`src/rtl/uart_byte_sorter.sv`:
```
// uart_byte_sorter: collects N_BYTES received bytes, bubble-sorts them ascending
// (one compare per clock), then streams them to the UART transmitter one at a time.
module uart_byte_sorter #(
    parameter int unsigned N_BYTES = 8
) (
    input  logic       i_clock,
    input  logic       i_rst_n,
    input  logic       i_Rx_DV,
    input  logic [7:0] i_Rx_Byte,
    output logic       o_Tx_DV,
    output logic [7:0] o_Tx_Byte,
    input  logic       i_Tx_Done,
    output logic       o_busy,
    output logic       o_drop,
    output logic       o_frame_done
);

    localparam int unsigned AW = $clog2(N_BYTES);
    localparam int unsigned IW = AW + 1;
    localparam logic [IW-1:0] LastIdx  = IW'(N_BYTES - 1);
    localparam logic [IW-1:0] LastPass = IW'(N_BYTES - 2);
    localparam logic [AW-1:0] Addr0    = '0;

    typedef enum logic [1:0] {StCollect, StSort, StSend, StWaitTx} state_e;

    state_e        state_q;
    logic [7:0]    mem_q [N_BYTES];
    logic [IW-1:0] wr_idx_q;
    logic [IW-1:0] rd_idx_q;
    logic [IW-1:0] i_q;
    logic [IW-1:0] j_q;
    logic          swapped_q;
    logic          tx_dv_q;
    logic [7:0]    tx_byte_q;
    logic          busy_q;
    logic          drop_q;
    logic          frame_done_q;

    logic [IW-1:0] j_nxt;
    logic [IW-1:0] rd_nxt;
    logic [IW-1:0] j_lim;
    logic [7:0]    cmp_lo;
    logic [7:0]    cmp_hi;
    logic          do_swap;

    // Compare-pair selection and pass limit for the current sort step
    always_comb begin
        j_nxt   = j_q + IW'(1);
        rd_nxt  = rd_idx_q + IW'(1);
        j_lim   = LastPass - i_q;
        cmp_lo  = mem_q[j_q[AW-1:0]];
        cmp_hi  = mem_q[j_nxt[AW-1:0]];
        do_swap = cmp_lo > cmp_hi;
    end

    // Main FSM: storage, sort counters and all registered outputs
    always_ff @(posedge i_clock or negedge i_rst_n) begin
        if (!i_rst_n) begin
            state_q      <= StCollect;
            for (int unsigned k = 0; k < N_BYTES; k++) begin
                mem_q[k] <= 8'h00;
            end
            wr_idx_q     <= '0;
            rd_idx_q     <= '0;
            i_q          <= '0;
            j_q          <= '0;
            swapped_q    <= 1'b0;
            tx_dv_q      <= 1'b0;
            tx_byte_q    <= 8'h00;
            busy_q       <= 1'b0;
            drop_q       <= 1'b0;
            frame_done_q <= 1'b0;
        end else begin
            tx_dv_q      <= 1'b0;
            drop_q       <= 1'b0;
            frame_done_q <= 1'b0;
            if (i_Rx_DV && (state_q != StCollect)) begin
                drop_q <= 1'b1;
            end
            case (state_q)
                StCollect: begin
                    if (i_Rx_DV) begin
                        mem_q[wr_idx_q[AW-1:0]] <= i_Rx_Byte;
                        if (wr_idx_q == LastIdx) begin
                            wr_idx_q  <= '0;
                            i_q       <= '0;
                            j_q       <= '0;
                            swapped_q <= 1'b0;
                            busy_q    <= 1'b1;
                            state_q   <= StSort;
                        end else begin
                            wr_idx_q <= wr_idx_q + IW'(1);
                        end
                    end
                end
                StSort: begin
                    if (do_swap) begin
                        mem_q[j_q[AW-1:0]]   <= cmp_hi;
                        mem_q[j_nxt[AW-1:0]] <= cmp_lo;
                    end
                    swapped_q <= swapped_q | do_swap;
                    if (j_q < j_lim) begin
                        j_q <= j_nxt;
                    end else if (!(swapped_q || do_swap) || (i_q == LastPass)) begin
                        // Byte is loaded on entry so it is valid during SEND; a swap at
                        // j=0 in this same cycle moves the smaller byte into slot 0.
                        rd_idx_q  <= '0;
                        tx_dv_q   <= 1'b1;
                        tx_byte_q <= ((j_q == '0) && do_swap) ? cmp_hi : mem_q[Addr0];
                        state_q   <= StSend;
                    end else begin
                        i_q       <= i_q + IW'(1);
                        j_q       <= '0;
                        swapped_q <= 1'b0;
                    end
                end
                StSend: begin
                    state_q <= StWaitTx;
                end
                StWaitTx: begin
                    if (i_Tx_Done) begin
                        if (rd_idx_q == LastIdx) begin
                            rd_idx_q     <= '0;
                            frame_done_q <= 1'b1;
                            busy_q       <= 1'b0;
                            state_q      <= StCollect;
                        end else begin
                            rd_idx_q  <= rd_nxt;
                            tx_dv_q   <= 1'b1;
                            tx_byte_q <= mem_q[rd_nxt[AW-1:0]];
                            state_q   <= StSend;
                        end
                    end
                end
                default: state_q <= StCollect;
            endcase
        end
    end

    assign o_Tx_DV      = tx_dv_q;
    assign o_Tx_Byte    = tx_byte_q;
    assign o_busy       = busy_q;
    assign o_drop       = drop_q;
    assign o_frame_done = frame_done_q;

endmodule

```
`config.mk`:
```
export PLATFORM = sky130hd
export DESIGN_NAME = uart_byte_sorter
export DESIGN_NICKNAME = d
export VERILOG_FILES = /design/src/rtl/uart_byte_sorter.sv
export SDC_FILE = /design/constraint.sdc
export NUM_CORES = 1
export LEC_CHECK = 0
export CAP_MARGIN = 20
export CORE_ASPECT_RATIO = 0.5
export CORE_MARGIN = 3
export CORE_UTILIZATION = 35
export DETAILED_ROUTE_END_ITERATION = 10
export PLACE_DENSITY = 0.46
export SLEW_MARGIN = 20
export SYNTH_ARGS = -nofsm -noshare
export SYNTH_HDL_FRONTEND = slang
export SYNTH_SLANG_ARGS = --single-unit
```
`constraint.sdc`:
```
create_clock -name i_clock -period 6.15 [get_ports i_clock]
set_input_delay 0.9225 -clock i_clock [delete_from_list [all_inputs] [get_ports i_clock]]
set_output_delay 0.9225 -clock i_clock [all_outputs]
set_load 0.1 [all_outputs]
```
== Yosys cells after proc, flatten, opt, wreduce, memory -nomap -nowiden ==
Cells that the tools add are included.
W data, S select, Z words.

* Bitwise operators: 5
* Add/subtract/negate cells: 5
* Equality and inequality tests: 16
* Mux-type cells: 67
* Reductions and logical operators: 23
* $lt $le $gt $ge: 9

{| class="wikitable"
|+ Operators with widths
! kind !! count
|-
| $bwmux W64 || 3
|-
| $mux W64 || 2
|-
| $pmux W64 S2 || 1
|-
| $mux W8 || 14
|-
| $bmux W8 S3 || 3
|-
| $demux W8 S3 || 3
|-
| $mux W4 || 11
|-
| $pmux W4 S2 || 3
|-
| $reduce_and A5 Y1 || 4
|-
| $ne A2 B2 Y1 const B || 9
|-
| $add A4 B1 Y4 const B || 4
|-
| $ge A4 B4 Y1 const B || 4
|-
| $mux W1 || 16
|-
| $not A3 Y4 || 4
|-
| $pmux W8 S2 || 1
|-
| $eq A4 B3 Y1 const B || 3
|-
| $lt A4 B1 Y1 const B || 3
|-
| $mux W2 || 6
|-
| $gt A8 B8 Y1 || 1
|-
| $pmux W2 S4 || 1
|-
| $reduce_and A4 Y1 || 2
|-
| $reduce_bool A2 Y1 || 4
|-
| $pmux W1 S2 || 3
|-
| $reduce_and A3 Y1 || 2
|-
| other kinds (12) || 18
|}

* Output and inout bits: 12
* Register bits after elaboration: 95
* Input bits: 12
* Word-level logic and storage cells: 144

== Depth between registers and ports, before layout ==
* Depth after elaboration: 12
* Gate-level depth with buffers: 22
* Depth with buffers taken out: 14

== Worst setup path before layout ==
No wires, ideal clock.

* Path type: register to register
* Start: register j_q[0]
* End: register tx_byte_q[1] (netlist: o_Tx_Byte[1])
* Arrival: 4.611 ns
* Path buffers: 7
* Clock period less this slack: 4.737 ns
* Setup time: 0.126 ns
* Slack: 1.413 ns
* Cell stages (with the launch flop): 22
* Data required time: 6.024 ns
* Cells stage by stage: dfrtp_1 > buf_2 > inv_2 > buf_1 > ha_1 > clkbuf_1 > clkbuf_1 > nor2b_1 > a22oi_1 > o211ai_1 > or2_2 > clkbuf_1 > inv_1 > ha_1 > nor2b_1 > o211a_1 > o211a_1 > clkbuf_1 > o31ai_1 > a21boi_0 > buf_1 > mux2_2

* Cells in the longest elaborated chain, start to end: 11
* Elaborated cells on any way between the ends: 23
* Those cells by class: add/sub: 1; order compare: 2; eq/ne: 2; mux: 10; bitwise: 2; reduce/logical: 6

{| class="wikitable"
|+ Ends and longest elaborated chain
! item !! line !! text
|-
| from (decl) || 31 || <nowiki>logic [IW-1:0] j_q;</nowiki>
|-
| from (signal assigned) || 103 || <nowiki>j_q <= j_nxt;</nowiki>
|-
| $add A4 B1 Y4 || 48 || <nowiki>j_nxt = j_q + IW'(1);</nowiki>
|-
| $not A3 Y4 (implied by the code) || 52 || <nowiki>cmp_hi = mem_q[j_nxt[AW-1:0]];</nowiki>
|-
| $bmux W8 S3 || 52 ||
|-
| $mux W8 (implied by the code) (2 in a row) || 52 ||
|-
| $gt A8 B8 Y1 || 53 || <nowiki>do_swap = cmp_lo > cmp_hi;</nowiki>
|-
| $logic_and A1 B1 Y1 / $logic_or A1 B1 Y1 (equally long branches) || 109, 104 ||
|-
| $mux W8 / $logic_not A1 Y1 (equally long branches) || 109, 104 ||
|-
| $mux W8 / $logic_or A1 B1 Y1 (equally long branches) || 104 || <nowiki>end else if (!(swapped_q || do_swap) || (i_q == LastPass)) begin</nowiki>
|-
| $mux W8 / $ne A2 B2 Y1 (equally long branches) || - ||
|-
| $pmux W8 S2 / $reduce_and A5 Y1 (equally long branches) || - ||
|-
| to (signal assigned) || 109 || <nowiki>tx_byte_q <= ((j_q == '0) && do_swap) ? cmp_hi : mem_q[Addr0];</nowiki>
|-
| to (signal assigned) || 130 || <nowiki>tx_byte_q <= mem_q[rd_nxt[AW-1:0]];</nowiki>
|-
| to (decl) || 34 || <nowiki>logic [7:0] tx_byte_q;</nowiki>
|}

Parallel ways exist; a longest one is shown, timed or not. The select of a mux whose other input is x is not followed.
A chain may end at the register's enable or synchronous reset.

== Final worst setup path ==
* Start: register j_q[0]
* End: register tx_byte_q[3] (netlist: o_Tx_Byte[3])

The elaborated chain is that of the path after synthesis.

==> results.md <==
- Outcome: finished clean
- Family with the most delay on the worst path: simple AND/OR/NAND/NOR gates
- Dpl hpwl: 21.6 mm
- Clk sink count: 95
- R2R depth: 14
- Crit path max fanout: 23
- Die Area: approximately 22000 sq um
- Post-CTS resize count: 0
- Largest net degree at the start of global routing: 67
- Routability-driven placement congestion ratio: 0.919
- Commonest non-fill, non-tap cell in the layout: nand3_1
- # Post-CTS Setup Buffers: 0
- F_max: 0.170 GHz
- Crit path required time: between 6 and 7 ns
- Worst hold path class: flip-flop to flip-flop
- Antenna violations before repair: 0
- CP Launch Type: flip-flop
- Tcrit/Tclk final: 0.956
- Crit-path cells: inv_2 > ha_1 > nor2b_1 > a22oi_1 > o211ai_1 > or2_2 > inv_1 > ha_1 > nand4_1 > nor2_1 > nor2_1 > o21ai_1 > a211oi_1 > mux2_2
- Most frequent cells in the layout: nand3_1 (95), dfrtp_1 (94), a221oi_1 (69)
- DRC viols: 0
- Rel. slew slack: 0.248
- Area share of fa/ha/maj cells after synthesis: 0.0313
- Worst setup EP type: flip-flop
- Actual slew at the worst max-slew pin: 1.12 ns
- Grt ovf: 0
- Worst endpoint data arrival time: between 6 and 7 ns
- First-pass GRT wire length: 47.5 mm
- Critical path's slowest cell: ha_1
- 1st-iter DRT viols: 953
- Die H: roughly 110 um
- Mux contribution to synthesized area: 0.132
- Final hold vios: 0
- Vias in the first global route: 7073
- Syn Area/Cell: between 9 and 10 sq um
- Placeable core area: 19800 sq um
- Unrepaired setup endpoints after global routing: false
- Boundary pin count: 24
- Post-Route Skew: 0.0121 ns
- WS Path Type: flip-flop to flip-flop
- Worst stage delay on the critical path: 0.78 ns
- Met3 wire length: 4.12 mm
- Row cnt: 36
- Routed wl met2: 13.2 mm
- Largest family of logic cells by synthesized area: compound AO/OA/AOI/OAI gates
- R2r setup slk: 0.27 ns
- Critical path buffer and inverter count: 2
- Syn Std Cell Area: 7210 sq um
- Final WL: 32.3 mm
- Hold Path Depth: 1
- Routed metal-1 wire length: 13.9 mm
- Fin. max-slew vios: 0
- Top FF cell, synth: dfrtp_1
- Diode count: 0
- Share of the synthesized area in the top cell type: 0.330
- Area leader, netlist: dfrtp_1
- Compound-Gate Fraction of Synth Area: 0.250
- Simple-Gate Fraction of Synth Area: 0.197
- Mapped Cells: 768
- WL/cell: 31.0 um
- Ranking of synthesized cells by area: dfrtp_1 (33%), a221oi_1 (8.4%), mux4_2 (8.1%)
- Synth Register Bits: 95
- TritonRoute pass-1 iters: 6
- Uppermost layer routed: met4
- Synth cell types: 63
- Final setup viols: 0
- Syn. warnings: 0
- Nets@finish: 800
- Core Util, Final: 0.408
- Via-per-instance ratio: 6.99
- CTS Buffer Depth: 2
- Hold buffers post-CTS: 0
- Clock transition at path regs: 0.07 ns
- IO Port Bufs: 23
- CP Depth: 14
- Async set-or-reset flop fraction in the synthesized netlist: 1.00
- Width of the die: 209 um
- Worst-Skew Late Latency: roughly 0.36 ns
- GRT Overall Usage: 0.287
- Starting Density: 0.364
- Share of layout cells above drive strength 1: 0.147
- Post-synth EDFFs: 0
- Final Critical Period: 5.88 ns
- Synthesized Nets: 798
- Area grow syn2layout: 12.1%
- Seq/Total Area, Yosys: 0.330
- Routed Antenna Nets: 0
- H-tree depth: 3
- CTS tree: done
- Via count: 7267
- Clk root buf: clkbuf_16
- Max-cap violation count: 0
- XOR/XNOR Fraction of Synth Area: 0.0106
- Setup TNS: 0 ns
- CTS buffer count: 9
-- cell families (layout without fill, tap and decap cells) --
kind of cell             after synthesis  after routing
AND/OR/NAND/NOR                      273            273
AO/OA/AOI/OAI                        227            227
flip-flops                            95             95
buffers and inverters                 87             93
multiplexers                          61             61
adder cells (fa/ha/maj)               18             18
XOR/XNOR                               7              7
-- flip-flops by register name, summed over array words and instances, names as in the netlist --
name	flops
j_q	4
swapped_q	1
mem_q	64
o_Tx_Byte	8
o_frame_done	1
o_busy	1
wr_idx_q	4
i_q	4
rd_idx_q	4
o_Tx_DV	1
o_drop	1
state_q	2
-- layout make-up --
type / count / area, sq um
Clock inverter: 5 / 82.6
Clock buffer: 10 / 239
Inverter: 22 / 82.6
Sequential cell: 95 / 2380
Multi-Input combinational cell: 586 / 4490
Tap cell: 266 / 333
Timing Repair Buffer: 56 / 475
Fill cell: 1992 / 11700
-- synth_stat cells (all sizes together) (3+ instances only) --
| master | number |
|---|---|
| dfrtp | 95 |
| nand3 | 95 |
| a221oi | 69 |
| o31ai | 65 |
| nand2 | 47 |
| clkbuf | 42 |
| nor2 | 40 |
| mux4 | 26 |
| buf | 23 |
| mux2i | 23 |
| inv | 20 |
| ha | 18 |
| and2 | 13 |
| nor3 | 13 |
| a21oi | 12 |
| mux2 | 12 |
| nor2b | 12 |
| and3 | 11 |
| o221ai | 11 |
| nor3b | 10 |
| nand3b | 9 |
| o21ai | 9 |
| or2 | 8 |
| a2111oi | 7 |
| a211oi | 7 |
| o211ai | 6 |
| o22ai | 6 |
| a311oi | 5 |
| nand2b | 5 |
| o211a | 5 |
| a211o | 4 |
| a21o | 4 |
| xor2 | 4 |
| a22oi | 3 |
| a31oi | 3 |
| nand4 | 3 |
| xnor2 | 3 |
-- path summary, 6_finish.rpt --
| path | from | to |
|---|---|---|
| max | j_q[0]$_DFFE_PN0P_ | o_Tx_Byte[3]$_DFFE_PN0P_ |
| min in group asynchronous | i_rst_n | wr_idx_q[2]$_DFFE_PN0P_ |
| max in group asynchronous | i_rst_n | j_q[0]$_DFFE_PN0P_ |
| max reg2reg | j_q[0]$_DFFE_PN0P_ | o_Tx_Byte[3]$_DFFE_PN0P_ |
| min | wr_idx_q[3]$_DFFE_PN0P_ | wr_idx_q[3]$_DFFE_PN0P_ |
| min reg2reg | wr_idx_q[3]$_DFFE_PN0P_ | wr_idx_q[3]$_DFFE_PN0P_ |
-- metrics by stage --
step	instances	hold WS [ns]	instance area (sq um)	setup slack, ns
after floorplan	768	0.466	7210	1.41
after global routing	1040	0.528	8080	0.161
after detailed placement	1025	0.491	7760	0.566
final	1040	0.506	8080	0.269
after CTS	1040	0.508	8080	0.527
after global placement	1025	0.481	7760	0.681
-- layer usage --
metal  track usage  vias up
met5             0        -
met4        0.0959        0
met3        0.0964       71
met2         0.411      521
met1         0.405     3624
li1              -     3051
Power is not shown: default switching activity piles up to over one toggle a cycle in this logic, so the estimate is an artifact.
